`config.mk`:
```
export PLATFORM = sky130hd
export DESIGN_NAME = subtractor_seq
export DESIGN_NICKNAME = d
export VERILOG_FILES = /design/src/rtl/subtractor_pkg.sv /design/src/rtl/subtractor_slice4.sv /design/src/rtl/subtractor_seq.sv
export SDC_FILE = /design/constraint.sdc
export NUM_CORES = 1
export LEC_CHECK = 0
export ABC_CLOCK_PERIOD_IN_PS = 6700
export CORE_MARGIN = 8
export CORE_UTILIZATION = 50
export DETAILED_ROUTE_END_ITERATION = 10
export PLACE_DENSITY_LB_ADDON = 0.15
export SETUP_SLACK_MARGIN = 0.5
export SLEW_MARGIN = 40
export SYNTH_ARGS = -nofsm -noshare
export SYNTH_HDL_FRONTEND = slang
export SYNTH_SLANG_ARGS = --single-unit
```
`constraint.sdc`:
```
create_clock -name clk_i -period 6.7 [get_ports clk_i]
set_input_delay 0.67 -clock clk_i [delete_from_list [all_inputs] [get_ports clk_i]]
set_output_delay 0.67 -clock clk_i [all_outputs]
set_load 0.005 [all_outputs]
```
`src/rtl/subtractor_pkg.sv`:
```
// subtractor_pkg
//   Shared types and constants for the sequential subtractor.
//   sub_state_e : control FSM states (IDLE -> BUSY -> DONE -> IDLE)
//   SLICE_W     : width of the reused adder slice, in bits
package subtractor_pkg;

  typedef enum logic [1:0] {
    IDLE,
    BUSY,
    DONE
  } sub_state_e;

  localparam int SLICE_W = 4;

endpackage

```
`src/rtl/subtractor_slice4.sv`:
```
// subtractor_slice4
//   Combinational 4-bit carry-lookahead adder slice. All carries come from
//   generate/propagate terms rather than rippling through the slice.
//   Ports:
//     a_i     [3:0]  first addend
//     b_i     [3:0]  second addend
//     carry_i        carry into bit 0
//     sum_o   [3:0]  a_i + b_i + carry_i, low four bits
//     carry_o        carry out of bit 3
module subtractor_slice4
  import subtractor_pkg::*;
(
  input  logic [SLICE_W-1:0] a_i,
  input  logic [SLICE_W-1:0] b_i,
  input  logic               carry_i,
  output logic [SLICE_W-1:0] sum_o,
  output logic               carry_o
);

  logic [SLICE_W-1:0] gen;
  logic [SLICE_W-1:0] prop;
  logic [SLICE_W:0]   carry;

  assign gen  = a_i & b_i;
  assign prop = a_i ^ b_i;

  // Each carry is expanded fully in terms of G/P and carry_i.
  assign carry[0] = carry_i;
  assign carry[1] = gen[0] | (prop[0] & carry_i);
  assign carry[2] = gen[1] | (prop[1] & gen[0]) | (prop[1] & prop[0] & carry_i);
  assign carry[3] = gen[2] | (prop[2] & gen[1]) | (prop[2] & prop[1] & gen[0])
                  | (prop[2] & prop[1] & prop[0] & carry_i);
  assign carry[4] = gen[3] | (prop[3] & gen[2]) | (prop[3] & prop[2] & gen[1])
                  | (prop[3] & prop[2] & prop[1] & gen[0])
                  | (prop[3] & prop[2] & prop[1] & prop[0] & carry_i);

  assign sum_o   = prop ^ carry[SLICE_W-1:0];
  assign carry_o = carry[SLICE_W];

endmodule

```
`src/rtl/subtractor_seq.sv`:
```
// subtractor_seq
//   Multi-cycle WIDTH-bit subtractor: diff = a - b - borrow, computed as
//   a + ~b + ~borrow, one 4-bit slice per clock, least-significant first.
//   A single lookahead slice is reused WIDTH/4 times.
//   Ports:
//     clk_i       clock, rising edge
//     rst_ni      asynchronous active-low reset
//     valid_i     operands valid          ready_o     block can accept operands
//     a_i         minuend                 b_i         subtrahend
//     borrow_i    borrow in (subtract one more)
//     valid_o     result valid            ready_i     consumer accepts result
//     diff_o      a - b - borrow mod 2^WIDTH
//     borrow_o    unsigned borrow out (inverted final carry)
//     overflow_o  signed overflow
//     zero_o      diff_o == 0
module subtractor_seq
  import subtractor_pkg::*;
#(
  parameter int WIDTH = 32
) (
  input  logic             clk_i,
  input  logic             rst_ni,
  input  logic             valid_i,
  output logic             ready_o,
  input  logic [WIDTH-1:0] a_i,
  input  logic [WIDTH-1:0] b_i,
  input  logic             borrow_i,
  output logic             valid_o,
  input  logic             ready_i,
  output logic [WIDTH-1:0] diff_o,
  output logic             borrow_o,
  output logic             overflow_o,
  output logic             zero_o
);

  localparam int N     = WIDTH / SLICE_W;
  localparam int IDX_W = (N > 1) ? $clog2(N) : 1;

  if ((WIDTH % SLICE_W) != 0 || WIDTH < 8) begin : g_bad_width
    $error("subtractor_seq: WIDTH must be a multiple of 4 and at least 8");
  end

  sub_state_e         state_q;
  logic [IDX_W-1:0]   idx_q;
  logic               carry_q;
  logic [WIDTH-1:0]   a_q;
  logic [WIDTH-1:0]   nb_q;
  logic [WIDTH-1:0]   diff_q;
  logic               borrow_q;
  logic               overflow_q;
  logic               zero_q;

  logic [SLICE_W-1:0] slice_a;
  logic [SLICE_W-1:0] slice_b;
  logic [SLICE_W-1:0] slice_sum;
  logic               slice_carry;
  logic               last_slice;
  logic [WIDTH-1:0]   diff_full;

  // Operands stay in place; the slice picks its nibble with an indexed select.
  assign slice_a    = a_q[int'(idx_q)*SLICE_W +: SLICE_W];
  assign slice_b    = nb_q[int'(idx_q)*SLICE_W +: SLICE_W];
  assign last_slice = (idx_q == IDX_W'(N - 1));

  subtractor_slice4 u_slice (
    .a_i     (slice_a),
    .b_i     (slice_b),
    .carry_i (carry_q),
    .sum_o   (slice_sum),
    .carry_o (slice_carry)
  );

  // Complete result as it will look after the final slice is written, so the
  // flags are registered from the whole word rather than a partial diff.
  always_comb begin
    diff_full = diff_q;
    diff_full[WIDTH-1 -: SLICE_W] = slice_sum;
  end

  always_ff @(posedge clk_i or negedge rst_ni) begin
    if (!rst_ni) begin
      state_q    <= IDLE;
      idx_q      <= '0;
      carry_q    <= 1'b0;
      a_q        <= '0;
      nb_q       <= '0;
      diff_q     <= '0;
      borrow_q   <= 1'b0;
      overflow_q <= 1'b0;
      zero_q     <= 1'b0;
    end else begin
      case (state_q)
        IDLE: begin
          if (valid_i) begin
            a_q     <= a_i;
            nb_q    <= ~b_i;
            carry_q <= ~borrow_i;
            idx_q   <= '0;
            state_q <= BUSY;
          end
        end
        BUSY: begin
          diff_q[int'(idx_q)*SLICE_W +: SLICE_W] <= slice_sum;
          carry_q <= slice_carry;
          idx_q   <= idx_q + 1'b1;
          if (last_slice) begin
            idx_q      <= '0;
            state_q    <= DONE;
            borrow_q   <= ~slice_carry;
            // Operand signs agree on the a + ~b form exactly when a and b differ in sign.
            overflow_q <= (a_q[WIDTH-1] == nb_q[WIDTH-1]) && (slice_sum[SLICE_W-1] != a_q[WIDTH-1]);
            zero_q     <= (diff_full == '0);
          end
        end
        DONE: begin
          if (ready_i) begin
            state_q <= IDLE;
          end
        end
        default: begin
          state_q <= IDLE;
        end
      endcase
    end
  end

  assign ready_o    = (state_q == IDLE);
  assign valid_o    = (state_q == DONE);
  assign diff_o     = diff_q;
  assign borrow_o   = borrow_q;
  assign overflow_o = overflow_q;
  assign zero_o     = zero_q;

endmodule

```
==> results.py <==
metrics = {
    "global_route": {
        "grt_pass1_wl_mm": 19.6,
        "met3_usage_pct": 4.81,
        "busiest_layer": "met2",
        "met1_usage_pct": 22.7,
        "grt_max_degree": 77,
        "overflow": 0,
        "antenna_found_initial": 0,
        "grt_use_total_pct": 19.0,
        "met2_usage_pct": 31.8,
        "grt_pass1_vias": 4019,
    },
    "setup_path": {
        "reg2reg_slack_ps": 2980,
        "ff2ff_path_depth": 10,
        "critPathRequiredTime_ps": 6960,
        "cp_max_fo": 15,
        "cp-end-kind": "register",
        "cp-start-kind": "register",
        "worst_r2r_startpoint": "idx_q[0]$_DFFE_PN0P_",
        "r2r_end": "diff_o[23]$_DFFE_PN0P_",
        "criticalPathCategory": "register to register",
        "cp.arrival_ps": 3980,
    },
    "detailed_routing": {
        "vias": 3672,
        "drcViolationCount": 0,
        "routed_wl_mm": 11.7,
        "drtIter0Drc": 169,
        "drt_first_pass_iters": 6,
        "routedWlPerCell_um": 16.9,
        "post_drt_via_cell_ratio": 5.30,
        "antenna_left": 0,
    },
    "yosys": {
        "syn_area_sq_mm": 0.00480,
        "ys_seq_area_share_pct": 54.7,
        "synth.top_cells.by_area": "dfrtp_1 55%, nand2_1 13%, mux4_2 7.5%, mux2_2 5.4%, o21ai_0 4.5%",
        "synth_top_area_share_pct": 54.7,
        "netlist_instances": 462,
        "ys_ff_latch": 105,
        "postSynthAreaPerCell_sq_um": 10.4,
        "ys_warn_count": 0,
        "synth.distinct_cells": 41,
        "yosys.area.top_type": "dfrtp_1",
        "syn_nets": 544,
    },
    "cts": {
        "hold_buffers": 0,
        "clk_latency_ps": 370,
        "clock-sinks": 105,
        "clk_path_buf_depth": 2,
        "clk_pin_slew_worst_paths_ps": 100,
        "root_buffer": "clkbuf_8",
        "cts_setup_buffers": 0,
        "cts_tree": "built",
        "numCtsBuffers": 9,
        "postCtsResizedCells": 0,
        "htreeDepth": 3,
    },
    "timing": {
        "clock.fmax_mhz": 269,
        "worst_pin_slew_ps": 728,
        "period_share_pct": 55.5,
        "setup_tns_ps": 0,
        "rsz0062_at_grt": "no",
        "setup_slack_ps": 2980,
        "finalHoldViolCount": 0,
        "setup_violations": 0,
        "skew_ps": 12.1,
        "max_slew_margin_pct": 51.4,
        "slew_viol_final": 0,
        "fin_crit_ps": 3720,
    },
    "cells_and_area": {
        "drive_gt1_share_pct": 11.5,
        "mostFrequentLayoutCell": "nand2_1",
        "antennaDiodeCount": 0,
        "num-nets-final": 641,
        "synthToLayoutAreaGrowth_pct": 28.0,
        "final_cell_mix": "166 x nand2_1, 104 x dfrtp_1, 104 x clkdlybuf4s50_1, 43 x o21ai_0, 23 x mux2_2",
        "n_fill_cell": 747,
    },
    "floorplan": {
        "die_w_um": 114,
        "die-area_sq_mm": 0.0130,
        "dieHeight_um": 114,
        "rows": 35,
        "coreArea_sq_mm": 0.00928,
        "ios": 106,
        "start_util_pct": 51.8,
    },
    "pwr": {
        "p_leak_nw": 2.85,
        "peakVddDrop_mv": 0.262,
        "powerDensity_mw_per_mm2": 497,
    },
    "run": {
        "maxCapViolCount": 0,
    },
    "placed_design": {
        "hpwlAfterDp_mm": 8.75,
        "dp_slack_ps": 3040,
        "io_buffers": 105,
        "globalplace.congestion": 0.825,
    },
    "run_status": {
        "status": "finished, final reports clean",
    },
    "min_path": {
        "hold_class": "input pin to async pin",
    },
}
==> through the flow <==
stage          hold WS, ps  instances  cell area [sq um]  util (%)  total power [mW]
2_1_floorplan          374        462               4800         -              2.11
3_3_place_gp           457        677               5940      64.0              2.60
3_5_place_dp           458        677               5940      64.0              2.66
4_1_cts                211        693               6150      66.3              3.07
5_1_grt                224        693               6150      66.3              3.31
6_report               203        693               6150      66.3              3.06
==> flip-flops by register name, summed over array words and instances (netlist names) <==
signal / count
carry_q: 1
borrow_o: 1
zero_o: 1
diff_o: 32
state_q: 2
a_q: 32
overflow_o: 1
idx_q: 3
nb_q: 32
==> final cells by class <==
class / instances / area, sq um / share of cell area (%)
clock buffers: 12 / 155 / 2.52
multi-input cells: 329 / 2060 / 33.5
flip-flops and latches: 105 / 2630 / 42.7
inverters: 6 / 22.5 / 0.366
well taps: 129 / 161 / 2.62
repair buffers: 108 / 1070 / 17.5
clock inverters: 4 / 51.3 / 0.834
==> worst max-delay path: stages (launching register included) <==
cell     delay (ps)
dfrtp_1         820
buf_4           380
mux4_2          540
nand2_1          80
nand2_1         130
ha_1            340
a41oi_1         260
o21ai_2         120
xnor2_1         500
nor2_1          150
mux2_2          280
==> routing by layer <==
metal	vias up	wire, um
met1	1771	5020
met5	-	0
met2	127	5670
li1	1754	-
met3	20	829
met4	0	206
==> power breakdown <==
| group | internal (mW) | total (mW) | switching [mW] | leakage (nW) |
|---|---|---|---|---|
| Combinational | 0.702 | 1.52 | 0.816 | 1.42 |
| Clock | 0.194 | 0.407 | 0.214 | 0.103 |
| Sequential | 0.905 | 1.13 | 0.227 | 1.34 |
==> logic make-up (layout without fill, tap and decap cells) <==
family | Yosys count | after routing | share of synthesized area (%)
buf+inv | 28 | 130 | 2.55
fa+ha+maj | 13 | 13 | 3.54
flops | 105 | 105 | 54.7
simple gates | 216 | 216 | 19.0
mux | 39 | 39 | 12.9
compound gates | 56 | 56 | 6.43
xor+xnor | 5 | 5 | 0.911
==> worst max-delay path by stage <==
stage                               startpoint  slack [ps]                      to
after floorplan           idx_q[0]$_DFFE_PN0P_        3850  diff_o[15]$_DFFE_PN0P_
after global placement    idx_q[0]$_DFFE_PN0P_        3170  diff_o[23]$_DFFE_PN0P_
after detailed placement  idx_q[0]$_DFFE_PN0P_        3040  diff_o[15]$_DFFE_PN0P_
after CTS                 idx_q[0]$_DFFE_PN0P_        3020  diff_o[23]$_DFFE_PN0P_
after global routing      idx_q[0]$_DFFE_PN0P_        2700  diff_o[23]$_DFFE_PN0P_
final                     idx_q[0]$_DFFE_PN0P_        2980  diff_o[23]$_DFFE_PN0P_
==> cells in the mapped netlist (all sizes together) <==
cell    count
nor4b       1
nand3b      2
ha         12
a21oi       4
o21ai      44
o221ai      1
nor2       14
or3         1
and4b       1
nor2b       1
fa          1
and2        1
a22o        1
xnor2       4
nand2     167
clkbuf     13
mux2       23
mux4       16
nand2b      2
buf         9
nor4        7
inv         5
o31ai       3
nand4b      1
dfrtp     105
xor2        1
nand3      10
a21o        1
nor3        3
nand4       2
or4         2
clkinv      1
and2b       1
a41oi       1
a211o       1
Power figures use the tool's default switching activity.
